===== src/rtl/op_sequencer.sv =====
// ---------------------------------------------------------------------------
// op_sequencer
//
// Purpose:
//   Command sequencer that sits between the UART receive-side frame
//   collector, the shared ALU and the UART transmitter. It accepts one
//   command at a time (opcode, operand A, operand B). It rejects illegal
//   opcodes, launches the ALU and watches it with a watchdog. It then
//   returns a response frame of status, result high byte and result low
//   byte through the UART TX handshake.
//
// Optional feature:
//   OP_SEQUENCER_CHECKSUM_EN - when defined, a fourth response byte is
//   sent: status ^ result[15:8] ^ result[7:0]. When it is not defined, the
//   response is exactly three bytes and no checksum logic exists.
//
// Ports:
//   clk          system clock
//   reset_n      asynchronous reset, active-low
//   cmd_valid    command frame present
//   cmd_op       opcode
//   cmd_a        operand A
//   cmd_b        operand B
//   cmd_ready    high only in IDLE; a command is accepted on valid && ready
//   alu_start    one-cycle launch pulse to the ALU
//   alu_op       registered opcode to the ALU
//   alu_a        registered operand A to the ALU
//   alu_b        registered operand B to the ALU
//   alu_done     ALU result valid, single-cycle pulse
//   alu_result   ALU result, 2*DATA_W bits
//   alu_error    ALU fault, qualified by alu_done
//   tx_start     one-cycle UART transmit request
//   tx_data      byte to transmit; held until the next tx_start
//   tx_busy      UART transmitter busy
//   busy         high in every state except IDLE
//   err_count    number of non-OK responses; saturates at 255
//
// DATA_W must be at least 8 because the response splits the result into
// the bytes result[15:8] and result[7:0].
// ---------------------------------------------------------------------------
module op_sequencer #(
  parameter int DATA_W      = 8,
  parameter int TIMEOUT_CYC = 1024,
  parameter int OP_MAX      = 7
) (
  input  logic                  clk,
  input  logic                  reset_n,
  input  logic                  cmd_valid,
  input  logic [DATA_W-1:0]     cmd_op,
  input  logic [DATA_W-1:0]     cmd_a,
  input  logic [DATA_W-1:0]     cmd_b,
  output logic                  cmd_ready,
  output logic                  alu_start,
  output logic [DATA_W-1:0]     alu_op,
  output logic [DATA_W-1:0]     alu_a,
  output logic [DATA_W-1:0]     alu_b,
  input  logic                  alu_done,
  input  logic [2*DATA_W-1:0]   alu_result,
  input  logic                  alu_error,
  output logic                  tx_start,
  output logic [7:0]            tx_data,
  input  logic                  tx_busy,
  output logic                  busy,
  output logic [7:0]            err_count
);

  localparam int                CNT_W    = $clog2(TIMEOUT_CYC + 1);
  localparam logic [CNT_W-1:0]  CNT_LAST = CNT_W'(TIMEOUT_CYC - 1);
  localparam logic [DATA_W-1:0] OP_LIMIT = DATA_W'(OP_MAX);

  localparam logic [7:0] ST_OK      = 8'h00;
  localparam logic [7:0] ST_ALU_ERR = 8'hE1;
  localparam logic [7:0] ST_TIMEOUT = 8'hE2;
  localparam logic [7:0] ST_BAD_OP  = 8'hE3;

`ifdef OP_SEQUENCER_CHECKSUM_EN
  typedef enum logic [3:0] {
    IDLE, CHECK, ISSUE, WAIT_ALU,
    SEND_ST, WAIT_ST, SEND_HI, WAIT_HI, SEND_LO, WAIT_LO,
    SEND_CK, WAIT_CK
  } state_t;
`else
  typedef enum logic [3:0] {
    IDLE, CHECK, ISSUE, WAIT_ALU,
    SEND_ST, WAIT_ST, SEND_HI, WAIT_HI, SEND_LO, WAIT_LO
  } state_t;
`endif

  state_t                state, state_n;
  logic [DATA_W-1:0]     op_n, a_n, b_n;
  logic [7:0]            status_q, status_n;
  logic [2*DATA_W-1:0]   result_q, result_n;
  logic [CNT_W-1:0]      wd_cnt, wd_cnt_n;
  logic                  tx_start_n;
  logic [7:0]            tx_data_n;
  logic [7:0]            err_count_n;

`ifdef OP_SEQUENCER_CHECKSUM_EN
  logic [7:0] ck_byte;
  assign ck_byte = status_q ^ result_q[15:8] ^ result_q[7:0];
`endif

  // These handshake outputs decode straight from the state register, so
  // reset forces them to their idle values immediately.
  assign cmd_ready = (state == IDLE);
  assign busy      = (state != IDLE);
  assign alu_start = (state == ISSUE);

  // State and datapath registers. Reset aborts any response in flight.
  always_ff @(posedge clk or negedge reset_n) begin
    if (!reset_n) begin
      state     <= IDLE;
      alu_op    <= '0;
      alu_a     <= '0;
      alu_b     <= '0;
      status_q  <= '0;
      result_q  <= '0;
      wd_cnt    <= '0;
      tx_start  <= 1'b0;
      tx_data   <= '0;
      err_count <= '0;
    end else begin
      state     <= state_n;
      alu_op    <= op_n;
      alu_a     <= a_n;
      alu_b     <= b_n;
      status_q  <= status_n;
      result_q  <= result_n;
      wd_cnt    <= wd_cnt_n;
      tx_start  <= tx_start_n;
      tx_data   <= tx_data_n;
      err_count <= err_count_n;
    end
  end

  // Next-state and next-datapath logic.
  // tx_start is registered, so it is high exactly in the first cycle of
  // each WAIT_x state. That is the cycle in which the UART has not yet
  // raised tx_busy, so WAIT_x uses tx_start to skip tx_busy in that cycle.
  always_comb begin
    state_n     = state;
    op_n        = alu_op;
    a_n         = alu_a;
    b_n         = alu_b;
    status_n    = status_q;
    result_n    = result_q;
    wd_cnt_n    = wd_cnt;
    tx_start_n  = 1'b0;
    tx_data_n   = tx_data;
    err_count_n = err_count;

    case (state)
      IDLE: begin
        if (cmd_valid) begin
          op_n    = cmd_op;
          a_n     = cmd_a;
          b_n     = cmd_b;
          state_n = CHECK;
        end
      end

      CHECK: begin
        if (alu_op > OP_LIMIT) begin
          status_n = ST_BAD_OP;
          result_n = '0;
          state_n  = SEND_ST;
        end else begin
          state_n = ISSUE;
        end
      end

      ISSUE: begin
        wd_cnt_n = '0;
        state_n  = WAIT_ALU;
      end

      // alu_done is checked before the watchdog, so a result that arrives
      // in the last watchdog cycle is still reported as a success.
      WAIT_ALU: begin
        if (alu_done) begin
          if (alu_error) begin
            status_n = ST_ALU_ERR;
            result_n = '0;
          end else begin
            status_n = ST_OK;
            result_n = alu_result;
          end
          state_n = SEND_ST;
        end else if (wd_cnt == CNT_LAST) begin
          status_n = ST_TIMEOUT;
          result_n = '0;
          state_n  = SEND_ST;
        end else begin
          wd_cnt_n = wd_cnt + CNT_W'(1);
        end
      end

      SEND_ST: begin
        if (!tx_busy) begin
          tx_start_n = 1'b1;
          tx_data_n  = status_q;
          if ((status_q != ST_OK) && (err_count != 8'hFF)) begin
            err_count_n = err_count + 8'd1;
          end
          state_n = WAIT_ST;
        end
      end

      WAIT_ST: begin
        if (!tx_start && !tx_busy) state_n = SEND_HI;
      end

      SEND_HI: begin
        if (!tx_busy) begin
          tx_start_n = 1'b1;
          tx_data_n  = result_q[15:8];
          state_n    = WAIT_HI;
        end
      end

      WAIT_HI: begin
        if (!tx_start && !tx_busy) state_n = SEND_LO;
      end

      SEND_LO: begin
        if (!tx_busy) begin
          tx_start_n = 1'b1;
          tx_data_n  = result_q[7:0];
          state_n    = WAIT_LO;
        end
      end

      WAIT_LO: begin
`ifdef OP_SEQUENCER_CHECKSUM_EN
        if (!tx_start && !tx_busy) state_n = SEND_CK;
`else
        if (!tx_start && !tx_busy) state_n = IDLE;
`endif
      end

`ifdef OP_SEQUENCER_CHECKSUM_EN
      SEND_CK: begin
        if (!tx_busy) begin
          tx_start_n = 1'b1;
          tx_data_n  = ck_byte;
          state_n    = WAIT_CK;
        end
      end

      WAIT_CK: begin
        if (!tx_start && !tx_busy) state_n = IDLE;
      end
`endif

      default: state_n = IDLE;
    endcase
  end

endmodule

===== config.mk =====
export PLATFORM = sky130hd
export DESIGN_NAME = op_sequencer
export DESIGN_NICKNAME = d
export VERILOG_FILES = /design/src/rtl/op_sequencer.sv
export SDC_FILE = /design/constraint.sdc
export NUM_CORES = 1
export LEC_CHECK = 0
export ABC_AREA = 1
export CORE_MARGIN = 5
export CORE_UTILIZATION = 30
export CTS_BUF_LIST = sky130_fd_sc_hd__clkbuf_16
export CTS_CLUSTER_DIAMETER = 100
export DETAILED_ROUTE_END_ITERATION = 10
export PLACE_DENSITY = 0.57
export SLEW_MARGIN = 10
export SYNTH_ARGS = -nofsm -noshare
export SYNTH_HDL_FRONTEND = slang
export SYNTH_SLANG_ARGS = --single-unit

===== constraint.sdc =====
create_clock -name clk -period 1.98 [get_ports clk]
set_input_delay 0.495 -clock clk [delete_from_list [all_inputs] [get_ports clk]]
set_output_delay 0.495 -clock clk [all_outputs]
set_load 0.03 [all_outputs]

# [After elaboration in Yosys (flattened, before gate mapping)]
# Cells that the tools add are included.
[op_classes] n_addsub=2 mul=0 div_mod_pow=0 order_cmp=1 n_eq_ne=22 shifts=0 muxes=30 n_bitwise=1 reduce_logical=17
[op_table] op="$mux W16" n=4
[op_table] op="$mux W8" n=7
[op_table] op="$pmux W4 S10" n=1
[op_table] op="$mux W4" n=9
[op_table] op="$pmux W16 S2" n=1
[op_table] op="$pmux W8 S3" n=1
[op_table] op="$mux W11" n=2
[op_table] op="$pmux W11 S2" n=1
[op_table] op="$ne A2 B2 Y1 const B" n=10
[op_table] op="$eq A4 B3 Y1 const B" n=4
[op_table] op="$pmux W8 S2" n=1
[op_table] op="$add A11 B1 Y11 const B" n=1
[op_table] op="$eq A11 B10 Y1 const B" n=1
[op_table] op="$reduce_and A3 Y1" n=3
[op_table] op="$add A8 B1 Y8 const B" n=1
[op_table] op="$eq A4 B2 Y1 const B" n=2
[op_table] op="$eq A4 B4 Y1 const B" n=2
[op_table] op="$gt A8 B3 Y1 const B" n=1
[op_table] op="$ne A8 B8 Y1 const B" n=1
[op_table] op="$reduce_and A8 Y1" n=1
[op_table] op="$reduce_bool A8 Y1" n=1
[op_table] op="$eq A4 B1 Y1 const B" n=1
[op_table] op="$logic_not A4 Y1" n=1
[op_table] op="$reduce_and A4 Y1" n=1
[op_table] op="other kinds (11)" n=15
[word_totals] register_bits=80 latchBits=0 mem_bits_rw=0 romBits=0 inputBits=46 out_inout_bits=44 wordCells=83 memories=0

# [Logic depth before layout (Yosys ltp)]
[depth] depth_word=4 depth_mapped=10 ltp_nobuf=9

# [Least setup slack after synthesis]
# Ideal clock, no wire load.
[synth_path] kind="register to output" start="reg state[3]" end="out cmd_ready" t_arrival_ns=1.314 t_required_ns=1.485 slack_ns=0.171 stages_incl_launch_ff=5 path_buffers=1 cell_sequence="dfrtp_1 nor2_2 nand2_1 inv_2 buf_2"
[synth_via] elab_chain_len=1
[synth_lines] element="start: declaration" line_no="89" text="state_t state, state_n;"
[synth_lines] element="start signal: assignment" line_no="123" text="state <= state_n;"
[synth_lines] element="$logic_not A4 Y1" line_no="105" text="assign cmd_ready = (state == IDLE);"
[synth_lines] element="end: declaration" line_no="52" text="output logic cmd_ready,"
# Every way passes these cells.

# [Worst setup path in the final report]
[layout_path] start="reg err_count[5]" end="out err_count[5]"
[layout_lines] element="start: declaration" line_no="64" text="output logic [7:0] err_count"
[layout_lines] element="start signal: assignment" line_no="132" text="err_count <= err_count_n;"
# No word-level cell between the ends.

==> reports/results.txt <==
The antenna cell count came out at 0. The worst pin sits at a relative slew slack of 70.9%. The first detailed-routing pass ran for 5 iterations.

Counting along the longest clock path gives a buffer depth of 2. Global-route layer with the greatest usage: met2. Before CTS, the worst setup slack after placement is 0.161 ns. The worst hold path belongs to the class in -> async.

The clock net in this run drives a total of 75 sinks. The global-route track usage on met2 is 22.7%. For the multi-input combinational cell area, the log shows 0.00159 sq mm. TritonCTS built the clock tree. Synthesis handed over a netlist of 460 instances. The tools report the total DRC errors in the routed layout as 0.

The die covers 0.0144 sq mm. The startpoint identified for the worst register-to-register timing path is state[0]. Of all nets on the critical path, the largest fanout is 4. The die is 120 um tall.

In the synthesized netlist, the cells that appear most often are sky130_fd_sc_hd__nand2_1 (205), sky130_fd_sc_hd__dfrtp_1 (75), sky130_fd_sc_hd__nand3_1 (70), sky130_fd_sc_hd__nor2_1 (22), sky130_fd_sc_hd__inv_1 (17). The tools report the clock root buffer as sky130_fd_sc_hd__clkbuf_16. The clock slew seen by the registers of the worst setup and hold paths is 0.06 ns. The post-route minimum period was 1.92 ns.

Number of buffers inserted during clock tree synthesis: 9. The initialized floorplan defines 40 standard-cell rows. Routability-driven placement finished with a final weighted congestion of 0.804. Summed over its instances, the top area cell type makes up 51.7% of the synthesized netlist area. For the global route total overflow, the log shows 0.

The maximum number of pins on one net before global-route repair was 49; the count of flip-flops with a built-in enable after synthesis was 0. The run finished with clean final reports. For the peak ir drop on the vdd network, the log shows 0.000466 V.

In the synthesized netlist the async set-or-reset flop fraction comes to 100%. The placeable core region came out at 0.0120 sq mm. The final-layout fill cell count came out at 1,178. The via count of the first global-routing pass is 3,372, and the peak clock frequency supported by timing is 0.521 GHz.

For the summed negative setup slack over all endpoints, the log shows 0 ns. The area of the mapped netlist is 0.00363 sq mm, and the number of violations of the max-capacitance limit is 0. The cell accounting for the most synthesized area was sky130_fd_sc_hd__dfrtp_1.

Buffers added to address setup during post-CTS repair amount to 0. Global routing used 17.5% of the available met1 tracks. The met3 global-route usage is 3.91%, and the maximum cell stage delay along the critical path is 0.69 ns.

The capture point of the critical path is err_count[5]. The average via count per standard cell is 4.50. Combinational logic burns 43.3% of the power. The critical path goes through clkdlybuf4s50_1. The final route contains 3,201 vias. The logs give 31.1% for the fraction of power consumed by sequential logic and 0.33 ns for the later-pin clock latency in the skew report. Data on the critical path is required at its endpoint by 1.48 ns. The share of total power dissipated in the clock network is 25.6%. Yosys instantiated no cell more often than sky130_fd_sc_hd__nand2_1.

The post-layout utilization of the core came out at 42.8%. The total leakage power is 2.55 nW. For this design the top-level I/O count stands at 90. The category of the critical setup timing path is reg -> out.

The capturing element type of the critical path was a primary output. The worst register-to-register path ends at result_q[6]. The first global-routing pass estimated 16,100 um of wire. The antenna violation net count after detailed routing was 0.

Start point of the critical path: err_count[5]. Sorting the synthesized cells by area gives the leading types as sky130_fd_sc_hd__dfrtp_1 (52%), sky130_fd_sc_hd__nand2_1 (21%), sky130_fd_sc_hd__nand3_1 (9.6%). During synthesis, Yosys emitted a total of 0 warnings.

Critical path buffer and inverter count: 1. The flop-to-flop setup slack was 0.25 ns. Cell with the largest stage delay on the worst path: sky130_fd_sc_hd__clkdlybuf4s50_1. The initial antenna violation count was 0; the switching component of the power was 3.11 mW. Power spread over the standard cell area amounts to 1520 mW/mm^2. The final hold violation count is 0. The detailed router finished its first iteration with 112 violations.

Setup violations remaining at the end of the flow were counted as 0. Across the routed clock network, the largest skew measured is 0.00954 ns. For the aggregate global-route resource usage, the log shows 13.7%.

Setup repair after global routing left no endpoint under its margin. The number of nets in the synthesized netlist is 508. The die boundary width is 120 um. For this run, the leading register cell type out of synthesis is sky130_fd_sc_hd__dfrtp_1. The H-tree depth is 3, and the average instance area after synthesis is 7.89 sq um.

Once the floorplan was initialized, standard cells occupied 30.4% of the core. The worst setup path is launched from a flip-flop. The total wire length came out at 9090 um. Summing all flip-flop and latch instances after layout gives 0.00188 sq mm. The data arrival time of the worst path came out at 1.43 ns.

The design draws 7.77 mW. The layout overhead on the synthesized area is 40.9%, and the internal power is 4.66 mW. After synthesis, the netlist uses 29 different library cells. The part of the cycle the worst path needs was 97.0%; the total number of nets in the final design was 609. In this run switching power makes up 40.0% of total power. The kind of cell with the highest combined delay along the critical path is buffers and inverters. The detailed placer's ending HPWL was 6740 um; the count of state elements after synthesis was 75. The total number of cells along the worst setup path is 1. For this run, the register share of the synthesized area comes to 51.7%. Input and output buffers added on the ports amount to 89. The wire length per cell came out at 12.8 um. The logic depth of the worst register-to-register path is 8. The actual transition at the worst max-transition pin is 0.436 ns, and the fraction of layout instances using a drive strength above 1 is 9.73%.

The logs give 0 for the number of pins with negative max-slew slack in the final report and 0.0596 ns for the final worst slack.
-- what timing repair did --
item                                    CTS  global route
resized for setup                         2             2
endpoints found under the setup margin    2             2
hold endpoints to repair                  0             0
hold buffers                              0             0
-- how the worst min path moves through the flow --
stage / cells past startpoint / to / slack, ns
floorplan: 0 / alu_a[0] / 0.20
global placement: 1 / alu_b[2] / 0.45
detailed placement: 1 / alu_op[5] / 0.45
CTS: 1 / wd_cnt[9] / 0.09
global route: 1 / alu_op[7] / 0.11
finish: 1 / alu_op[7] / 0.09
-- routing by layer --
| layer | vias to the layer above | part of all wire, % |
|---|---|---|
| met4 | 0 | 0.83 |
| met3 | 5 | 4.0 |
| li1 | 1660 | - |
| met2 | 63 | 49 |
| met1 | 1473 | 46 |
| met5 | - | 0 |
-- layout by cell type (no fill, tap or decap), types with 2 or more instances in the layout --
cell / count
sky130_fd_sc_hd__nand3_2: 3
sky130_fd_sc_hd__xnor2_1: 2
sky130_fd_sc_hd__nor2_2: 4
sky130_fd_sc_hd__inv_1: 17
sky130_fd_sc_hd__buf_12: 2
sky130_fd_sc_hd__a21oi_1: 6
sky130_fd_sc_hd__clkdlybuf4s50_1: 82
sky130_fd_sc_hd__a21boi_0: 2
sky130_fd_sc_hd__nand2_4: 2
sky130_fd_sc_hd__clkbuf_16: 9
sky130_fd_sc_hd__nand3_1: 70
sky130_fd_sc_hd__nand2_2: 3
sky130_fd_sc_hd__nand2_1: 205
sky130_fd_sc_hd__nor2_1: 22
sky130_fd_sc_hd__xor2_1: 9
sky130_fd_sc_hd__bufinv_16: 4
sky130_fd_sc_hd__o21ai_0: 6
sky130_fd_sc_hd__nand3b_1: 2
sky130_fd_sc_hd__buf_4: 16
sky130_fd_sc_hd__dfrtp_1: 75
sky130_fd_sc_hd__ha_1: 2
sky130_fd_sc_hd__inv_2: 5
sky130_fd_sc_hd__o21ai_1: 2
sky130_fd_sc_hd__dlygate4sd2_1: 2
sky130_fd_sc_hd__nor2_4: 4
-- flip-flops by register name, summed over array words and instances (netlist names) --
name,count
alu_a,8
alu_b,8
alu_op,8
err_count,8
result_q,16
state,4
status_q,3
tx_data,8
tx_start,1
wd_cnt,11
-- through the flow --
step	cells	area [sq um]	hold WS, ns
after floorplan	460	3630	0.199
after global placement	697	4750	0.451
after detailed placement	697	4750	0.454
after CTS	712	5110	0.0937
after global routing	712	5120	0.110
final	712	5120	0.0898
-- logic make-up after synthesis --
group,share of synthesized area (%)
AND/OR/NAND/NOR,37.6
XOR/XNOR,2.65
flip-flops,51.7
adder cells (fa/ha/maj),0.689
AO/OA/AOI/OAI,2.76
buffers and inverters,4.62
-- cell type report --
| cell class | count | area share (%) |
|---|---|---|
| repair buffers | 103 | 19.8 |
| flip-flops and latches | 75 | 36.7 |
| clock inverters | 6 | 2.69 |
| inverters | 24 | 1.78 |
| well taps | 147 | 3.59 |
| multi-input cells | 348 | 31.1 |
| clock buffers | 9 | 4.40 |
-- power by group through the flow --
stage,sequential (mW),combinational [mW],clock (mW)
2_1_floorplan,2.98,1.49,0
3_3_place_gp,2.42,3.39,0
3_5_place_dp,2.42,3.42,0
4_1_cts,2.41,3.41,2.05
5_1_grt,2.49,3.74,2.11
6_report,2.41,3.37,1.99
Power figures use the tool's default switching activity.
